==> src/rtl/ps2_dev_pkg.sv <==
// Shared types and helpers for the PS/2 device-side frame generator.
package ps2_dev_pkg;

  typedef enum logic [2:0] {
    IDLE,
    SETUP,
    LOW,
    GAP,
    INHIBIT
  } state_t;

  localparam int FRAME_BITS = 11;

  function automatic logic odd_parity(input logic [7:0] data);
    return ~(^data);
  endfunction

  // Bit value at frame position idx: start, data LSB first, parity, stop.
  function automatic logic frame_bit(input logic [7:0] data, input logic [3:0] idx);
    logic value;
    value = 1'b1;
    if (idx == 4'd0) begin
      value = 1'b0;
    end else if (idx <= 4'd8) begin
      value = data[3'(idx - 4'd1)];
    end else if (idx == 4'd9) begin
      value = odd_parity(data);
    end
    return value;
  endfunction

endpackage

==> src/rtl/ps2_dev_fifo.sv <==
// Byte FIFO with registered head read; head_valid marks when head_data
// holds the byte at the read pointer.
module ps2_dev_fifo #(
  parameter int DEPTH = 8
) (
  input  logic                       clk,
  input  logic                       rst_n,
  input  logic                       wr_en,
  input  logic [7:0]                 wr_data,
  input  logic                       rd_en,
  output logic [7:0]                 head_data,
  output logic                       head_valid,
  output logic [$clog2(DEPTH):0]     count
);

  localparam int AW = $clog2(DEPTH);
  localparam logic [AW:0] DEPTH_CNT = (AW+1)'(DEPTH);

  logic [7:0]    mem [DEPTH];
  logic [7:0]    head_data_reg;
  logic [AW-1:0] wr_ptr_reg;
  logic [AW-1:0] rd_ptr_reg;
  logic [AW:0]   count_reg;
  logic          head_valid_reg;
  logic          push;
  logic          pop;

  assign push = wr_en && (count_reg != DEPTH_CNT);
  assign pop  = rd_en && (count_reg != '0);

  always_ff @(posedge clk) begin
    if (push) begin
      mem[wr_ptr_reg] <= wr_data;
    end
    head_data_reg <= mem[rd_ptr_reg];
  end

  // A pop invalidates the head for one cycle while the new address is read.
  always_ff @(posedge clk or negedge rst_n) begin
    if (!rst_n) begin
      wr_ptr_reg     <= '0;
      rd_ptr_reg     <= '0;
      count_reg      <= '0;
      head_valid_reg <= 1'b0;
    end else begin
      if (push) begin
        wr_ptr_reg <= wr_ptr_reg + 1'b1;
      end
      if (pop) begin
        rd_ptr_reg <= rd_ptr_reg + 1'b1;
      end
      case ({push, pop})
        2'b10:   count_reg <= count_reg + 1'b1;
        2'b01:   count_reg <= count_reg - 1'b1;
        default: count_reg <= count_reg;
      endcase
      head_valid_reg <= (count_reg != '0) && !pop;
    end
  end

  assign head_data  = head_data_reg;
  assign head_valid = head_valid_reg;
  assign count      = count_reg;

endmodule

==> src/rtl/ps2_dev_gen.sv <==
// PS/2 device-side transmitter: queues scan-code bytes and clocks them out
// as 11-bit frames, backing off and retransmitting when the host inhibits.
module ps2_dev_gen
  import ps2_dev_pkg::*;
#(
  parameter int FIFO_DEPTH  = 8,
  parameter int HALF_PERIOD = 40,
  parameter int GAP_CYCLES  = 200,
  parameter int CNT_W       = 8
) (
  input  logic                          clk_i,
  input  logic                          rst_n_i,
  input  logic                          wr_valid_i,
  input  logic [7:0]                    wr_data_i,
  output logic                          wr_ready_o,
  input  logic                          ps2_clk_i,
  output logic                          ps2_clk_oe_o,
  output logic                          ps2_dat_oe_o,
  output logic                          busy_o,
  output logic [$clog2(FIFO_DEPTH):0]   fifo_cnt_o,
  output logic [CNT_W-1:0]              abort_cnt_o
);

  localparam int CW    = $clog2(FIFO_DEPTH) + 1;
  localparam int PH_W  = $clog2(HALF_PERIOD);
  localparam int GAP_W = $clog2(GAP_CYCLES + 1);
  localparam logic [CW-1:0]    DEPTH_CNT = CW'(FIFO_DEPTH);
  localparam logic [PH_W-1:0]  PH_LAST   = PH_W'(HALF_PERIOD - 1);
  localparam logic [GAP_W-1:0] GAP_LAST  = GAP_W'(GAP_CYCLES - 1);
  localparam logic [3:0]       BIT_LAST  = 4'(FRAME_BITS - 1);

  state_t           state_reg, state_next;
  logic [3:0]       bit_idx_reg, bit_idx_next;
  logic [PH_W-1:0]  phase_cnt_reg, phase_cnt_next;
  logic [GAP_W-1:0] gap_cnt_reg, gap_cnt_next;
  logic [CNT_W-1:0] abort_cnt_reg, abort_cnt_next;
  logic             sync1_reg, sync2_reg;
  logic             pop;
  logic [7:0]       head_data;
  logic             head_valid;
  logic [CW-1:0]    fifo_cnt;

  ps2_dev_fifo #(
    .DEPTH (FIFO_DEPTH)
  ) u_fifo (
    .clk        (clk_i),
    .rst_n      (rst_n_i),
    .wr_en      (wr_valid_i && wr_ready_o),
    .wr_data    (wr_data_i),
    .rd_en      (pop),
    .head_data  (head_data),
    .head_valid (head_valid),
    .count      (fifo_cnt)
  );

  always_ff @(posedge clk_i or negedge rst_n_i) begin
    if (!rst_n_i) begin
      sync1_reg <= 1'b1;
      sync2_reg <= 1'b1;
    end else begin
      sync1_reg <= ps2_clk_i;
      sync2_reg <= sync1_reg;
    end
  end

  always_ff @(posedge clk_i or negedge rst_n_i) begin
    if (!rst_n_i) begin
      state_reg     <= IDLE;
      bit_idx_reg   <= '0;
      phase_cnt_reg <= '0;
      gap_cnt_reg   <= '0;
      abort_cnt_reg <= '0;
    end else begin
      state_reg     <= state_next;
      bit_idx_reg   <= bit_idx_next;
      phase_cnt_reg <= phase_cnt_next;
      gap_cnt_reg   <= gap_cnt_next;
      abort_cnt_reg <= abort_cnt_next;
    end
  end

  always_comb begin
    state_next     = state_reg;
    bit_idx_next   = bit_idx_reg;
    phase_cnt_next = phase_cnt_reg;
    gap_cnt_next   = gap_cnt_reg;
    abort_cnt_next = abort_cnt_reg;
    pop            = 1'b0;
    case (state_reg)
      IDLE: begin
        bit_idx_next   = '0;
        phase_cnt_next = '0;
        gap_cnt_next   = '0;
        // A held-low clock means the host is inhibiting; honour the full
        // quiet period after it lets go before starting a frame.
        if (!sync2_reg) begin
          state_next = INHIBIT;
        end else if (head_valid) begin
          state_next = SETUP;
        end
      end
      SETUP: begin
        if (phase_cnt_reg == PH_LAST) begin
          phase_cnt_next = '0;
          if (!sync2_reg) begin
            state_next   = INHIBIT;
            bit_idx_next = '0;
            if (abort_cnt_reg != {CNT_W{1'b1}}) begin
              abort_cnt_next = abort_cnt_reg + 1'b1;
            end
          end else begin
            state_next = LOW;
          end
        end else begin
          phase_cnt_next = phase_cnt_reg + 1'b1;
        end
      end
      LOW: begin
        if (phase_cnt_reg == PH_LAST) begin
          phase_cnt_next = '0;
          if (bit_idx_reg == BIT_LAST) begin
            state_next   = GAP;
            bit_idx_next = '0;
            pop          = 1'b1;
          end else begin
            state_next   = SETUP;
            bit_idx_next = bit_idx_reg + 1'b1;
          end
        end else begin
          phase_cnt_next = phase_cnt_reg + 1'b1;
        end
      end
      GAP: begin
        if (gap_cnt_reg == GAP_LAST) begin
          gap_cnt_next = '0;
          state_next   = IDLE;
        end else begin
          gap_cnt_next = gap_cnt_reg + 1'b1;
        end
      end
      INHIBIT: begin
        if (!sync2_reg) begin
          gap_cnt_next = '0;
        end else if (gap_cnt_reg == GAP_LAST) begin
          gap_cnt_next = '0;
          state_next   = IDLE;
        end else begin
          gap_cnt_next = gap_cnt_reg + 1'b1;
        end
      end
      default: begin
        state_next = IDLE;
      end
    endcase
  end

  assign ps2_clk_oe_o = (state_reg == LOW);
  assign ps2_dat_oe_o = ((state_reg == SETUP) || (state_reg == LOW)) &&
                        !frame_bit(head_data, bit_idx_reg);
  assign busy_o       = (state_reg != IDLE);
  assign fifo_cnt_o   = fifo_cnt;
  assign wr_ready_o   = (fifo_cnt != DEPTH_CNT);
  assign abort_cnt_o  = abort_cnt_reg;

endmodule

==> config.mk <==
export PLATFORM = sky130hd
export DESIGN_NAME = ps2_dev_gen
export DESIGN_NICKNAME = d
export VERILOG_FILES = /design/src/rtl/ps2_dev_pkg.sv /design/src/rtl/ps2_dev_fifo.sv /design/src/rtl/ps2_dev_gen.sv
export SDC_FILE = /design/constraint.sdc
export NUM_CORES = 1
export LEC_CHECK = 0
export ABC_CLOCK_PERIOD_IN_PS = 8090
export BUFFER_PORTS_ARGS = -buffer_cell sky130_fd_sc_hd__buf_2
export CORE_MARGIN = 5
export CORE_UTILIZATION = 43
export DETAILED_ROUTE_END_ITERATION = 10
export PLACE_DENSITY_LB_ADDON = 0.3
export SYNTH_ARGS = -nofsm -noshare
export SYNTH_HDL_FRONTEND = slang
export SYNTH_SLANG_ARGS = --single-unit
==> constraint.sdc <==
create_clock -name clk_i -period 8.09 [get_ports clk_i]
set_clock_uncertainty 0.2 [all_clocks]
set_input_delay 1.2135 -clock clk_i [delete_from_list [all_inputs] [get_ports clk_i]]
set_output_delay 1.2135 -clock clk_i [all_outputs]
set_load 0.005 [all_outputs]
==> reports/results.ini <==
[timing]
fin_crit_ns=3.96
slew_headroom_pct=26.8
worst_slack_ns=4.13
finalCritPeriodShare_pct=49.0
max_freq_mhz=252
hold_violations=0
worstMarginPinSlew_ns=1.10
finalMaxSlewViolations=0
setup_viol=0
fin_setup_tns_ns=0
rsz0062_at_grt=false

[pwr]
power.share.clock_pct=45.6
irDropWorstVdd_v=0.000140
powerDensity_nw_per_um2=274
power.leakage_nw=2.30
p_int_w=0.00125
swShare_pct=24.4
p_comb_share_pct=10.0
p_sw_w=0.000406
power_w=0.00166
p_seq_share_pct=44.3

[worst_hold_path]
hp-start=sync1_reg
min_path_type=reg -> reg
worstHoldPathCells=0
holdPathEnd=sync2_reg

[detailed_routing]
ant_nets=0
wirelength_um=9370
drtPass1Iterations=5
via_per_inst=5.42
drt_iter0_markers=131
wl_per_cell_um=16.5
num_vias=3067
drc=0

[clock_network]
cts_made_buffers=17
clk_path_buf_depth=2
root_buffer=clkbuf_16
cts-resized-gates=0
htreeDepth=4
clkTransAtPathRegs_ns=0.05
clock_sinks=114
postCtsSetupBuffers=0
postCtsHoldBufs=0
clkLatencyLatePin_ns=0.41
cts_tree=built

[synth]
synth_top_area_share_pct=37.2
synth-adder-area-share_pct=3.34
post-synth-top-count-cell=edfxtp_1
synth.ff_latch_count=114
synthTopCellsByCount=edfxtp_1 (64), dfrtp_1 (40), nor2_1 (20), xnor2_1 (20)
yosys_most_used_dff=edfxtp_1
synth_top_family_by_area=simple AND/OR/NAND/NOR gates
ys_types=63
synth_compound_area_share_pct=6.58
yosys_warnings=0
synthMuxAreaShare_pct=11.5
synth_cells=368
yosys.area_share.xor_xnor_pct=4.41
synthSimpleGateAreaFrac_pct=11.6
synth_top_area_cell=edfxtp_1
syn_area_per_cell_um2=14.0
synth_edf_count=64
ys_seq_area_share_pct=60.7
ys_top_cells_by_area=edfxtp_1 (37%), dfrtp_1 (19%), mux4_2 (7.8%), mux2_2 (3.5%), xnor2_1 (3.4%)
synth-async-reset-ratio_pct=36.8
netlist_area_um2=5170
synth_fp_nets=393

[critical_path]
reg2regPathDepth=11
cp.depth=7
r2r_setup_slack_ns=4.92
path_cells=inv_1, ha_1, mux4_2, mux2_2, maj3_1, o22ai_1, buf_2
crit_required_ns=6.68
endpoint_kind=primary output
cp-start-kind=register
r2r_end=u_fifo.count[2]
crit_fanout=8
cp_top_family=adder cells
cpPeakStageDelay_ns=0.50
slowest_stage=dfrtp_1
crit_arrival_ns=2.55
worstReg2RegStart=state_reg[2]
crit_buf_inv=2
path_class=reg -> out

[final_layout]
largest_register_ffs=64
syn_to_final_growth_pct=17.3
num_antenna_cells=0
max_flop_register=u_fifo.mem
finalNetCount=431
drive_above_1_share_pct=25.1
fin_util_pct=50.9

[status]
status=finished clean

[global_route]
grt_start_max_net_pins=43
antenna_found_initial=0
grt.total_usage_pct=14.2
grt_pass1_vias=3123
grt_first_pass_wirelength_um=15700
overflow=0

[placed_design]
place_ws_ns=4.54
hpwl_um=6100
port_buffers=27
place_congestion=0.829

[die]
die_h_um=120
ios=28
coreArea_um2=11900
placementRows=40
die_w_um=120
die_area_um2=14300
start_util_pct=43.4

[run]
max_cap_viol_count=0

==> worst max-delay path by stage <==
stage | startpoint | endpoint | slack, ns
finish | bit_idx_reg[0] | ps2_dat_oe_o | 4.13
global route | bit_idx_reg[0] | ps2_dat_oe_o | 3.96
floorplan | bit_idx_reg[0] | ps2_dat_oe_o | 4.75
detailed placement | bit_idx_reg[0] | ps2_dat_oe_o | 4.54
global placement | bit_idx_reg[0] | ps2_dat_oe_o | 4.56
CTS | bit_idx_reg[0] | ps2_dat_oe_o | 4.09
==> cell families (layout without fill, tap and decap cells) <==
logic type,count (synthesis),after routing
xor gates and xnor gates,26,26
AOI/OAI and AO/OA,51,51
muxes,35,35
adders and majority gates,14,14
buffers and inverters,23,74
and+or+nand+nor,105,105
DFF,114,114
==> layout make-up <==
class | count | area (µm²)
Clock buffer | 17 | 425
Clock inverter | 15 | 183
Fill cell | 1001 | 5850
Inverter | 13 | 48.8
Multi-Input combinational cell | 231 | 1940
Sequential cell | 114 | 3140
Tap cell | 147 | 184
Timing Repair Buffer | 29 | 150
==> routing by layer <==
layer | share of wire, % | up-vias | GRT usage (%)
li1 | - | 1480 | -
met3 | 4.2 | 4 | 4.34
met2 | 50 | 58 | 22.8
met5 | 0 | - | 0
met1 | 45 | 1525 | 18.1
met4 | 0.73 | 0 | 5.44
==> layout by cell type (no fill, tap or decap), types with 10 or more instances in the layout <==
| master | synthesis | layout |
|---|---|---|
| nor2_1 | 20 | 20 |
| xnor2_1 | 20 | 20 |
| a21oi_1 | 12 | 12 |
| dfrtp_1 | 40 | 40 |
| mux2_2 | 16 | 16 |
| edfxtp_1 | 64 | 64 |
| clkbuf_16 | 0 | 17 |
| ha_1 | 13 | 13 |
| nand3_1 | 15 | 15 |
| mux4_2 | 18 | 18 |
| inv_1 | 13 | 13 |
| nand2_1 | 18 | 18 |
| buf_2 | 3 | 27 |
| o21ai_0 | 10 | 10 |
==> worst register-to-register path, cell delays in order, from the launching register on <==
cell	delay (ns)
dfrtp_1	0.60
or3b_2	0.60
nor2_1	0.29
nand3_1	0.19
inv_1	0.12
ha_1	0.27
xor2_1	0.10
ha_1	0.19
a21oi_1	0.14
xor2_1	0.16
nor2_1	0.06
xor2_1	0.14
==> power by group through the flow <==
stage | Sequential, W | Combinational (W) | Clock, W
floorplan | 0.000735 | 0.000112 | 0
global placement | 0.000742 | 0.000166 | 0
detailed placement | 0.000746 | 0.000172 | 0
CTS | 0.000736 | 0.000172 | 0.000772
global route | 0.000744 | 0.000187 | 0.000803
finish | 0.000736 | 0.000167 | 0.000758
==> metrics by stage <==
step	cells	hold WS (ns)	instance area (µm²)
2_1_floorplan	368	0.145	5170
3_3_place_gp	534	0.158	5450
3_5_place_dp	534	0.159	5450
4_1_cts	566	0.165	6060
5_1_grt	566	0.170	6060
6_report	566	0.166	6060
(Power assumes the default switching activity.)
